<file path="src/rtl/ascon_rc_pkg.sv">
// Shared encodings and helpers for the Ascon round-constant sequencer.
package ascon_rc_pkg;

   localparam logic [1:0] MODE_PA12    = 2'b00;
   localparam logic [1:0] MODE_PB8     = 2'b01;
   localparam logic [1:0] MODE_PB6     = 2'b10;
   localparam logic [1:0] MODE_ILLEGAL = 2'b11;

   localparam logic [3:0] ROUNDS_MAX = 4'd12;

   typedef enum logic {IDLE, RUN} state_t;

   function automatic logic [3:0] rounds_of(input logic [1:0] mode);
      case (mode)
         MODE_PA12: rounds_of = 4'd12;
         MODE_PB8:  rounds_of = 4'd8;
         MODE_PB6:  rounds_of = 4'd6;
         default:   rounds_of = 4'd0;
      endcase
   endfunction

   function automatic logic [7:0] rc_of(input logic [3:0] r);
      rc_of = {4'(4'd15 - r), r};
   endfunction

endpackage

</file>
<file path="src/rtl/ascon_rc_seq.sv">
// Ascon round-constant sequencer: emits UNROLL constants per advance for
// the tail of the 12-round schedule selected by mode.
module ascon_rc_seq
   import ascon_rc_pkg::*;
#(
   parameter int UNROLL = 1
) (
   input  logic                  clk,
   input  logic                  rst_n,
   input  logic                  start,
   input  logic [1:0]            mode,
   input  logic                  advance,
   input  logic                  abort,
   output logic [8*UNROLL-1:0]   rc,
   output logic                  rc_valid,
   output logic                  last,
   output logic [3:0]            round_idx,
   output logic                  busy,
   output logic                  done,
   output logic                  err
);

   generate
      if (UNROLL != 1 && UNROLL != 2) begin : g_bad_unroll
         $error("ascon_rc_seq: UNROLL must be 1 or 2");
      end
   endgenerate

   state_t              state, state_n;
   logic [3:0]          r_n;
   logic                vld_n, last_n, done_n, err_n;
   logic [8*UNROLL-1:0] rc_n;

   always_comb begin
      state_n = state;
      r_n     = round_idx;
      vld_n   = rc_valid;
      done_n  = 1'b0;
      err_n   = 1'b0;
      case (state)
         IDLE: begin
            if (start) begin
               if (mode == MODE_ILLEGAL) begin
                  err_n = 1'b1;
               end else begin
                  state_n = RUN;
                  r_n     = ROUNDS_MAX - rounds_of(mode);
                  vld_n   = 1'b1;
               end
            end
         end
         RUN: begin
            // abort wins over advance, even on the final word
            if (abort) begin
               state_n = IDLE;
               r_n     = 4'd0;
               vld_n   = 1'b0;
            end else if (advance) begin
               if (last) begin
                  state_n = IDLE;
                  r_n     = 4'd0;
                  vld_n   = 1'b0;
                  done_n  = 1'b1;
               end else begin
                  r_n = round_idx + 4'(UNROLL);
               end
            end
         end
         default: begin
            state_n = IDLE;
            r_n     = 4'd0;
            vld_n   = 1'b0;
         end
      endcase
      last_n = vld_n && (({1'b0, r_n} + 5'(UNROLL)) == {1'b0, ROUNDS_MAX});
   end

   // lane k carries the constant of round r+k; zero whenever not valid
   genvar k;
   generate
      for (k = 0; k < UNROLL; k++) begin : g_lane
         assign rc_n[8*k +: 8] = vld_n ? rc_of(4'(r_n + 4'(k))) : 8'h00;
      end
   endgenerate

   always_ff @(posedge clk or negedge rst_n) begin
      if (!rst_n) begin
         state     <= IDLE;
         rc        <= '0;
         rc_valid  <= 1'b0;
         last      <= 1'b0;
         round_idx <= 4'd0;
         done      <= 1'b0;
         err       <= 1'b0;
      end else begin
         state     <= state_n;
         rc        <= rc_n;
         rc_valid  <= vld_n;
         last      <= last_n;
         round_idx <= r_n;
         done      <= done_n;
         err       <= err_n;
      end
   end

   assign busy = (state == RUN);

endmodule

</file>
<file path="config.mk">
export PLATFORM = sky130hd
export DESIGN_NAME = ascon_rc_seq
export DESIGN_NICKNAME = d
export VERILOG_FILES = /design/src/rtl/ascon_rc_pkg.sv /design/src/rtl/ascon_rc_seq.sv
export SDC_FILE = /design/constraint.sdc
export NUM_CORES = 1
export LEC_CHECK = 0
export BUFFER_PORTS_ARGS = -buffer_cell sky130_fd_sc_hd__buf_2
export CAP_MARGIN = 15
export CORE_MARGIN = 2
export CORE_UTILIZATION = 52
export DETAILED_ROUTE_END_ITERATION = 8
export HOLD_SLACK_MARGIN = 0.08
export PLACE_DENSITY = 0.82
export RECOVER_POWER = 100
export SYNTH_ARGS = -nofsm -noshare
export SYNTH_HDL_FRONTEND = slang
export SYNTH_SLANG_ARGS = --single-unit
</file>
<file path="constraint.sdc">
create_clock -name clk -period 3.35 [get_ports clk]
set_clock_uncertainty 0.2 [all_clocks]
set_input_delay 0.335 -clock clk [delete_from_list [all_inputs] [get_ports clk]]
set_output_delay 0.335 -clock clk [all_outputs]
set_load 0.01 [all_outputs]
</file>
==> run metrics, run 1 <==
post-synthesis net count 73; number of synthesis warnings 0; maximum vdd drop 0.000391 V; most frequent cell after synthesis dfrtp_1; Multi-input gate area approximately 300 um^2; class of the worst hold path input pin to flop; via-per-instance ratio about 5.5; Crit Reg-Reg Startpoint round_idx[0]; final weighted congestion in routability-driven placement 0.736; Longest Clk Path Bufs 2; global-route wire length before repair between 2000 and 3000 um; Sum Neg Setup Slack 0 ps; Residual DRC 0; f_max just under 0.5 GHz; unrepaired setup endpoints after global routing no; final count of pins violating max slew 0; die height approximately 43 um; average routed wire per standard cell between 10 and 15 um; fillcell total 150; buffers inserted during post-CTS setup optimization 0; slew of the pin with the lowest slew margin 882 ps; Worst Path Class, Setup flop to flop; count of final setup violators 0; end of the worst register-to-register path rc[5]; Final Worst Setup Slack 1270 ps; clock share of power approximately a fifth; post-synthesis average cell area 12.2 um^2; internal power summed over all cells 0.000350 W; EDFF count, synth 0; top area cells in the synthesized netlist dfrtp_1 54%, nor2_1 3.8%, o311ai_4 3.3%; die outline area 0.00186 mm^2; fraction of power spent switching nets 35.2%; die span in x 43.1 um; min cycle time layout around 2100 ps; worst path arrival time 2110 ps; synth unique cells 33; sequential share of power 51.2%; top_reg_cell synth dfrtp_1; Max Cap Viol 0; global-route met3 utilization 2.98%; non-filler cells, final around 110; routed vias ~600; core box area 0.00147 mm^2; number of cells on the worst reg-to-reg path 6; switching pwr 0.000190 W; setup slack on the worst flop-to-flop path 1270 ps; met1 track demand over resource 29.6%; Cells on Worst Hold Path 3; most used routing layer in global routing met1; portion of synthesized cell area occupied by the leading cell type a little over half; cells after synthesis 65; GR Layer Usage met2 29.3%; number of placed cells counting well taps approximately 100; Clock Pin Slew Worst Setup and Hold Paths around 100 ps; final net count 101; total clock buffers created by CTS 3; critical path peak fanout 6; beginning of the worst hold path advance; area delta synth->final 12.3%; starting density of the core between 50% and 60%; kind of end point of the critical path flop; standby leakage power 0.420 nW; clock tree from TritonCTS done; post-route ant nets 0; part of the total power dissipated in combinational logic 28.5%; fraction of layout instances using a drive strength above 1 15.2%; most common library cells after synthesis 17 x dfrtp_1, 8 x nor2_1, 5 x nand2_1, 4 x inv_1; Post-Route WL ~1500 um; flip-flop and latch count after synthesis 17; startpoint class of the critical path flop; Sinks on Clock Net 17; cell area after technology mapping 795 um^2; GRT Overall Usage 20.2%; power per unit of standard cell area around 610 mW/mm^2; worst endpoint required time 3380 ps; number of levels in the clock H-tree 1; # diodes 0; pre-CTS setup slack around 1500 ps; register area 425 um^2; post-synthesis async set-or-reset flop share 100%; endpoint of the worst hold-timing path done; Clk Latency, worst-skew pair 290 ps; Final Cycle Share 62.1%; iteration-0 DRC count of the detailed router 13; run status complete, no violations; PostCTS Resize Cnt 0; hpwl dp 1160 um; largest net degree at the start of global routing 18; Congestion Overflow GR 0; part of the Yosys area used for sequential elements 53.5%; antenna violations before repair 0; clk root buf clkbuf_4; Max transition margin 41.2%; Fin. Hold Viols 0; quantity of I/O buffers inserted on ports 23; largest area contributor in the netlist dfrtp_1; standard-cell rows 14; I/O pins 24; via count of the first global-routing pass 605; first drt pass iteration count 4
-- cell type report --
type / count / area share [%]
Tap cell: 16 / 2.24
Inverter: 5 / 2.10
Multi-Input combinational cell: 42 / 33.5
Timing Repair Buffer: 24 / 11.5
Sequential cell: 17 / 47.7
Clock buffer: 4 / 2.95
-- worst max-delay path, stage by stage (launching register included) --
cell and delay [ps]:
dfrtp_1 460, ha_1 310, mux2_1 290, mux2_1 300, o311ai_0 180, inv_1 150, nor2_2 130
-- stage by stage --
stage               hold WS [ps]  utilization, %  power [W]  cell area (um^2)
floorplan                   -161               -   0.000403               795
global placement            68.2            62.4   0.000465               918
detailed placement          73.0            62.4   0.000473               918
CTS                          126            64.9   0.000581               955
global route                 149            60.6   0.000577               892
finish                       129            60.6   0.000540               892
-- power by group through the flow --
stage               clock (W)  combinational, W  sequential [W]
floorplan                   0          0.000107        0.000296
global placement            0          0.000183        0.000282
detailed placement          0          0.000190        0.000283
CTS                  0.000111          0.000191        0.000280
global route         0.000118          0.000176        0.000283
finish               0.000109          0.000154        0.000277
-- logic make-up after synthesis --
group,Yosys count,synth area share (%)
multiplexers,2,3.31
adder cells (fa/ha/maj),1,1.57
XOR/XNOR,1,1.10
AND/OR/NAND/NOR,26,19.5
buffers and inverters,6,3.78
flip-flops,17,53.5
AO/OA/AOI/OAI,12,17.2
-- layout by cell type, fill, tap and decap left out, drive strengths merged --
cell type     n
o221ai        1
nand2b        3
a21boi        3
nor2          9
ha            1
a21o          1
buf           5
o32ai         2
dlygate4sd3   1
clkbuf       22
o31ai         1
o21a          1
and4          1
nand2         5
nor4          1
a21oi         2
nor3b         2
nand3         1
xor2          1
o311ai        1
or3           1
dfrtp        17
nor4b         2
inv           5
and2          1
mux2          2
-- sequential cells by signal, indices dropped and copies added, names as in the netlist --
register and count:
round_idx 4, err 1, done 1, rc_valid 1, last 1, rc 8
busy 1
-- layer usage --
metal / vias up / wire length (um)
met4: 0 / 20
met1: 290 / 679
met5: - / 0
met3: 4 / 100
li1: 283 / -
met2: 21 / 733
-- how the worst max path moves through the flow --
stage / from / endpoint / cells past startpoint
after floorplan: round_idx[1] / rc[5] / 6
final: round_idx[0] / rc[5] / 6
after CTS: round_idx[0] / rc[5] / 6
after global routing: round_idx[0] / rc[5] / 6
after global placement: round_idx[0] / rc[5] / 6
after detailed placement: round_idx[0] / rc[5] / 6
-- timing repair --
item | CTS | global route
hold buffers | 1 | 0
hold endpoints to repair | 17 | 0
setup endpoints to repair | 0 | 0
Note: power is estimated with default switching activity, not from simulation.
==> run 2, diff against run 1 <==
Settings changed: CORE_UTILIZATION 52 to 48, PLACE_DENSITY 0.82 to 0.76.
Clock period 3.35 ns to 2 ns, I/O delays scaled along.
==> run metrics, run 2 (synthesized netlist as in run 1, its figures left out) <==
run status complete, no violations; standard-cell rows 14 (unchanged); Clk Latency, worst-skew pair 300 ps (about the same); buffers inserted during post-CTS setup optimization 0 (unchanged); f_max 0.532 GHz (+11%); Largest register FFs 8 (unchanged); switching pwr 0.000341 W (+79%); starting density of the core 52.1% (-1.9 points); post-place instance area 933 um^2 (+1.6%); number of cells on the worst reg-to-reg path 6 (unchanged); fraction of power spent switching nets 35.6% (+0.42 points); commonest non-fill, non-tap cells in the layout 20 x clkbuf_1, 17 x dfrtp_1, 8 x nor2_1; standby leakage power 0.453 nW (+7.9%); worst path arrival time 1910 ps (-200 ps); die height 44.7 um (+3.7%); Sinks on Clock Net 17 (unchanged); startpoint class of the critical path flop; largest net degree at the start of global routing 18 (unchanged); Crit Reg-Reg Startpoint round_idx[0]; hpwl dp 1250 um (+7.6%); Non-Filler Cell Area, Final 962 um^2 (+7.9%); Congestion Overflow GR 0 (unchanged); Residual DRC 0 (unchanged); Longest Clk Path Bufs 2 (unchanged); pre-CTS setup slack 181 ps (-1320 ps); worst stage delay on the critical path 440 ps (-20 ps); quantity of I/O buffers inserted on ports 23 (unchanged); critical path peak fanout 6 (unchanged); clock tree from TritonCTS done; clock share of power 19.1% (-1.2 points); setup slack on the worst flop-to-flop path 120 ps (-1150 ps); Multi-input gate area 318 um^2 (+6.3%); highest-delay cell along the critical path dfrtp_1; power per unit of standard cell area 995 mW/mm^2 (+64%); I/O pins 24 (unchanged); internal power summed over all cells 0.000617 W (+76%); class of the worst hold path input pin to flop; via count of the first global-routing pass 622 (+2.8%); number of levels in the clock H-tree 1 (unchanged); area delta synth->final 21.1%; post-layout total power 0.000957 W (+77%); GRT Overall Usage 20.8% (+0.61 points); part of the total power dissipated in combinational logic 32.2% (+3.7 points); Regs by FF count rc x8, round_idx x4; global-route wire length before repair 2840 um (+3.2%); Top reg by flops rc; worst endpoint required time 2030 ps (-1350 ps); average routed wire per standard cell 14.9 um (+4.7%); # diodes 0 (unchanged); Worst Path Class, Setup flop to flop; final net count 107 (+5.9%); Final Cycle Share 94.0% (+32 points); kind of end point of the critical path flop; crit path launch round_idx[0]; count of final setup violators 0 (unchanged); clk root buf clkbuf_4; final weighted congestion in routability-driven placement 0.760 (+3.3%); core box area 0.00152 mm^2 (+3.6%); series of cell instances along the critical path ha_1 > mux2_1 > mux2_4 > o311ai_4 > inv_1 > nor2_2; routed vias 630 (+5.4%); Fin. Hold Viols 0 (unchanged); fraction of layout instances using a drive strength above 1 18.4% (+3.1 points); total clock buffers created by CTS 3 (unchanged); final count of pins violating max slew 0 (unchanged); fillcell total 145 (-3.3%); die outline area 0.00200 mm^2 (+7.5%); Max transition margin 41.4% (+0.23 points); Post-Route WL 1700 um (+11%); CP Capture Point rc[5]; via-per-instance ratio 5.53 (-0.19%); min cycle time layout 1880 ps (-200 ps); Max Cap Viol 0 (unchanged); most common cell after layout, fill and taps aside clkbuf_1; register area 425 um^2 (unchanged); Sum Neg Setup Slack 0 ps (unchanged); maximum vdd drop 0.000603 V (+54%); iteration-0 DRC count of the detailed router 9 (-4); first drt pass iteration count 4 (unchanged); Final Worst Setup Slack 120 ps (-1150 ps); unrepaired setup endpoints after global routing no; post-route ant nets 0 (unchanged); slew of the pin with the lowest slew margin 879 ps (-3.39 ps); die span in x 44.7 um (+3.7%); antenna violations before repair 0 (unchanged); sequential share of power 48.7% (-2.5 points); Clock Pin Slew Worst Setup and Hold Paths 100 ps (about the same); end of the worst register-to-register path rc[5]
[run 2: worst min-delay path by stage]
| stage | endpoint | startpoint | slack [ps] | cells after the start |
|---|---|---|---|---|
| floorplan | busy | rst_n | -300 | 0 |
| global placement | err | rst_n | -70 | 1 |
| detailed placement | err | rst_n | -60 | 1 |
| CTS | rc[2] | mode[1] | 100 | 4 |
| global route | rc[2] | mode[1] | 150 | 4 |
| finish | rc[2] | mode[1] | 100 | 4 |
[run 2: layer usage]
layer / track usage (%) / share of wire [%] / vias to the layer above
met5: 0 / 0 / -
met4: 15.8 / 3.8 / 0
met3: 2.45 / 5.4 / 9
met2: 31.9 / 50 / 28
met1: 26.6 / 41 / 300
li1: - / - / 293
[run 2: cell type report]
class | instances | area share, %
clock buffer | 4 | 2.73
sequential | 17 | 44.2
inverter | 5 | 1.95
timing repair buffer | 30 | 16.0
multi-input combinational | 42 | 33.0
tap | 16 | 2.08
[run 2: stage by stage]
step	cells	hold WS, ps	utilization (%)
global placement	105	-65.1	61.2
CTS	114	105	66.3
finish	114	103	63.1
floorplan	65	-296	-
global route	114	153	63.1
detailed placement	105	-58.4	61.2
[run 2: worst max-delay path: cells and delay by family (launching register included)]
kind,cells,cell delay [ps]
AOI/OAI and AO/OA,1,80
adders and majority gates,1,310
buffers and inverters,1,100
DFF,1,440
muxes,2,570
and+or+nand+nor,1,110
[run 2: power groups by stage]
stage	Combinational, W	Sequential [W]	Clock [W]
floorplan	0.000180	0.000496	0
global placement	0.000329	0.000465	0
detailed placement	0.000340	0.000470	0
CTS	0.000347	0.000467	0.000187
global route	0.000336	0.000477	0.000195
finish	0.000308	0.000466	0.000183
[run 2: what timing repair did]
| action | in CTS | in global routing |
|---|---|---|
| resized for setup | 0 | 0 |
| endpoints found under the hold margin | 20 | 0 |
| hold buffers | 5 | 0 |
==> run 3, diff against run 2 <==
Settings changed: BUFFER_PORTS_ARGS -buffer_cell sky130_fd_sc_hd__buf_2 to -buffer_cell sky130_fd_sc_hd__buf_4.
==> run metrics, run 3 (synthesized netlist as in run 1, its figures left out) <==
antenna violations before repair 0 (unchanged); register area 425 um^2 (unchanged); Longest Clk Path Bufs 2 (unchanged); routed vias 623 (-1.1%); startpoint class of the critical path input pin; commonest non-fill, non-tap cells in the layout 22 x clkbuf_1, 17 x dfrtp_1, 9 x nor2_1; Final Cycle Share 93.1% (-0.88 points); Multi-input gate area 325 um^2 (+2.4%); GRT Overall Usage 20.8% (about the same); part of the total power dissipated in combinational logic 32.9% (+0.7 points); # diodes 0 (unchanged); clock share of power 19.3% (+0.2 points); maximum vdd drop 0.000566 V (-6.2%); slew of the pin with the lowest slew margin 894 ps (+14.9 ps); Clock Pin Slew Worst Setup and Hold Paths 110 ps (about the same); average routed wire per standard cell 15.2 um (+2.2%); highest-delay cell along the critical path dlygate4sd3_1; number of placed cells counting well taps 106 (+0.95%); min cycle time layout 1860 ps (-17.5 ps); Post-Route WL 1760 um (+4.0%); run status complete, no violations; PostCTS Resize Cnt 0 (unchanged); largest net degree at the start of global routing 18 (unchanged); area delta synth->final 24.6%; Regs by FF count rc x8, round_idx x4; Sinks on Clock Net 17 (unchanged); die outline area 0.00200 mm^2 (unchanged); core box area 0.00152 mm^2 (unchanged); final weighted congestion in routability-driven placement 0.743 (-2.2%); quantity of I/O buffers inserted on ports 23 (unchanged); internal power summed over all cells 0.000620 W (+0.52%); sequential share of power 47.8% (-0.9 points); f_max 0.537 GHz (+0.94%); Worst Path Class, Setup input pin to flop; hold_buf cts 6 (+1); final count of pins violating max slew 0 (unchanged); Max transition margin 40.4% (-0.99 points); kind of end point of the critical path flop; Congestion Overflow GR 0 (unchanged); Top reg by flops rc; worst path arrival time 1870 ps (-40 ps); starting density of the core 52.1% (unchanged); Largest register FFs 8 (unchanged); non-filler cells, final 116 (+1.8%); first drt pass iteration count 4 (unchanged); series of cell instances along the critical path dlygate4sd3_1 > clkbuf_1 > and2_2 > o32ai_1 > a21oi_1 > nor4_2; core occupancy in the finished layout 64.9% (+1.8 points); total clock buffers created by CTS 3 (unchanged); die height 44.7 um (unchanged); standby leakage power 0.458 nW (+1.1%); via count of the first global-routing pass 620 (-0.32%); most common cell after layout, fill and taps aside clkbuf_1; Residual DRC 0 (unchanged); via-per-instance ratio 5.37 (-2.8%); standard-cell rows 14 (unchanged); fillcell total 147 (+1.4%); buffers plus inverters on the worst setup path 2 (+1); count of final setup violators 0 (unchanged); unrepaired setup endpoints after global routing no; buffers inserted during post-CTS setup optimization 0 (unchanged); final net count 109 (+1.9%); fraction of layout instances using a drive strength above 1 18.0% (-0.37 points); fraction of power spent switching nets 36.4% (+0.79 points); die span in x 44.7 um (unchanged); switching pwr 0.000354 W (+4.0%); post-layout total power 0.000974 W (+1.8%); I/O pins 24 (unchanged); global-route wire length before repair 2860 um (+0.99%); critical path peak fanout 8 (+2); class of the worst hold path input pin to flop; Sum Neg Setup Slack 0 ps (unchanged); Fin. Hold Viols 0 (unchanged); Max Cap Viol 0 (unchanged); hpwl dp 1290 um (+2.7%); clock tree from TritonCTS done; iteration-0 DRC count of the detailed router 21 (+12); clk root buf clkbuf_4; post-route ant nets 0 (unchanged); Clk Latency, worst-skew pair 300 ps (about the same); setup slack on the worst flop-to-flop path 140 ps (+20 ps); worst stage delay on the critical path 530 ps (+90 ps); power per unit of standard cell area 984 mW/mm^2 (-1.1%); worst endpoint required time 2010 ps (-20 ps); largest delay contributor family on the critical path buffers and inverters; number of levels in the clock H-tree 1 (unchanged)
[run 3: cell count changes in the layout (fill, tap and decap cells not counted)]
cell	before	now
buf_2	5	0
inv_1	5	4
a21boi_4	0	1
buf_4	1	4
nand2b_1	3	2
nor2_1	8	9
inv_2	0	1
nor2_2	1	0
nand2b_2	0	1
dlygate4sd3_1	5	6
clkbuf_1	20	22
a21boi_2	1	0
clkinv_2	0	1
[run 3: path summary, 6_finish.rpt]
check,from,endpoint,cells past startpoint
min reg2reg,rc_valid,rc[2],2
max,advance,last,6
max in group asynchronous,rst_n,round_idx[1],2
max reg2reg,round_idx[1],rc[5],6
min in group asynchronous,rst_n,done,2
min,mode[0],busy,3
[run 3: final cells by class]
type / count / share of cell area [%]
Clock inverter: 1 / 0.506
Tap cell: 16 / 2.02
Inverter: 5 / 1.90
Sequential cell: 17 / 43.0
Multi-Input combinational cell: 42 / 32.9
Timing Repair Buffer: 32 / 17.4
Clock buffer: 3 / 2.28
[run 3: routing by layer]
layer  part of all wire, %  wire, um  global-route usage (%)
met2                    51       902                    35.7
met3                   4.3        76                    2.45
met4                   1.9        33                    10.9
met5                     0         0                       0
met1                    43       750                    25.2
[run 3: worst reg2reg max path, stage by stage (launching register included)]
cell      delay, ps
dfrtp_1         460
ha_1            310
mux2_1          310
mux2_4          280
o311ai_4         90
inv_2            60
nor2_1          100
[run 3: power groups by stage]
stage                     Combinational (W)  Clock [W]  Sequential [W]
after floorplan                    0.000180          0        0.000496
after global placement             0.000379          0        0.000469
after detailed placement           0.000395          0        0.000474
after CTS                          0.000403   0.000189        0.000468
after global routing               0.000357   0.000204        0.000477
final                              0.000321   0.000188        0.000466
[run 3: metrics by stage]
stage	area [um^2]	hold WS, ps	worst slack, ps
finish	990	114	137
global route	990	103	29.5
CTS	1090	94.5	134
detailed placement	998	-124	144
global placement	998	-126	233
floorplan	795	-296	226
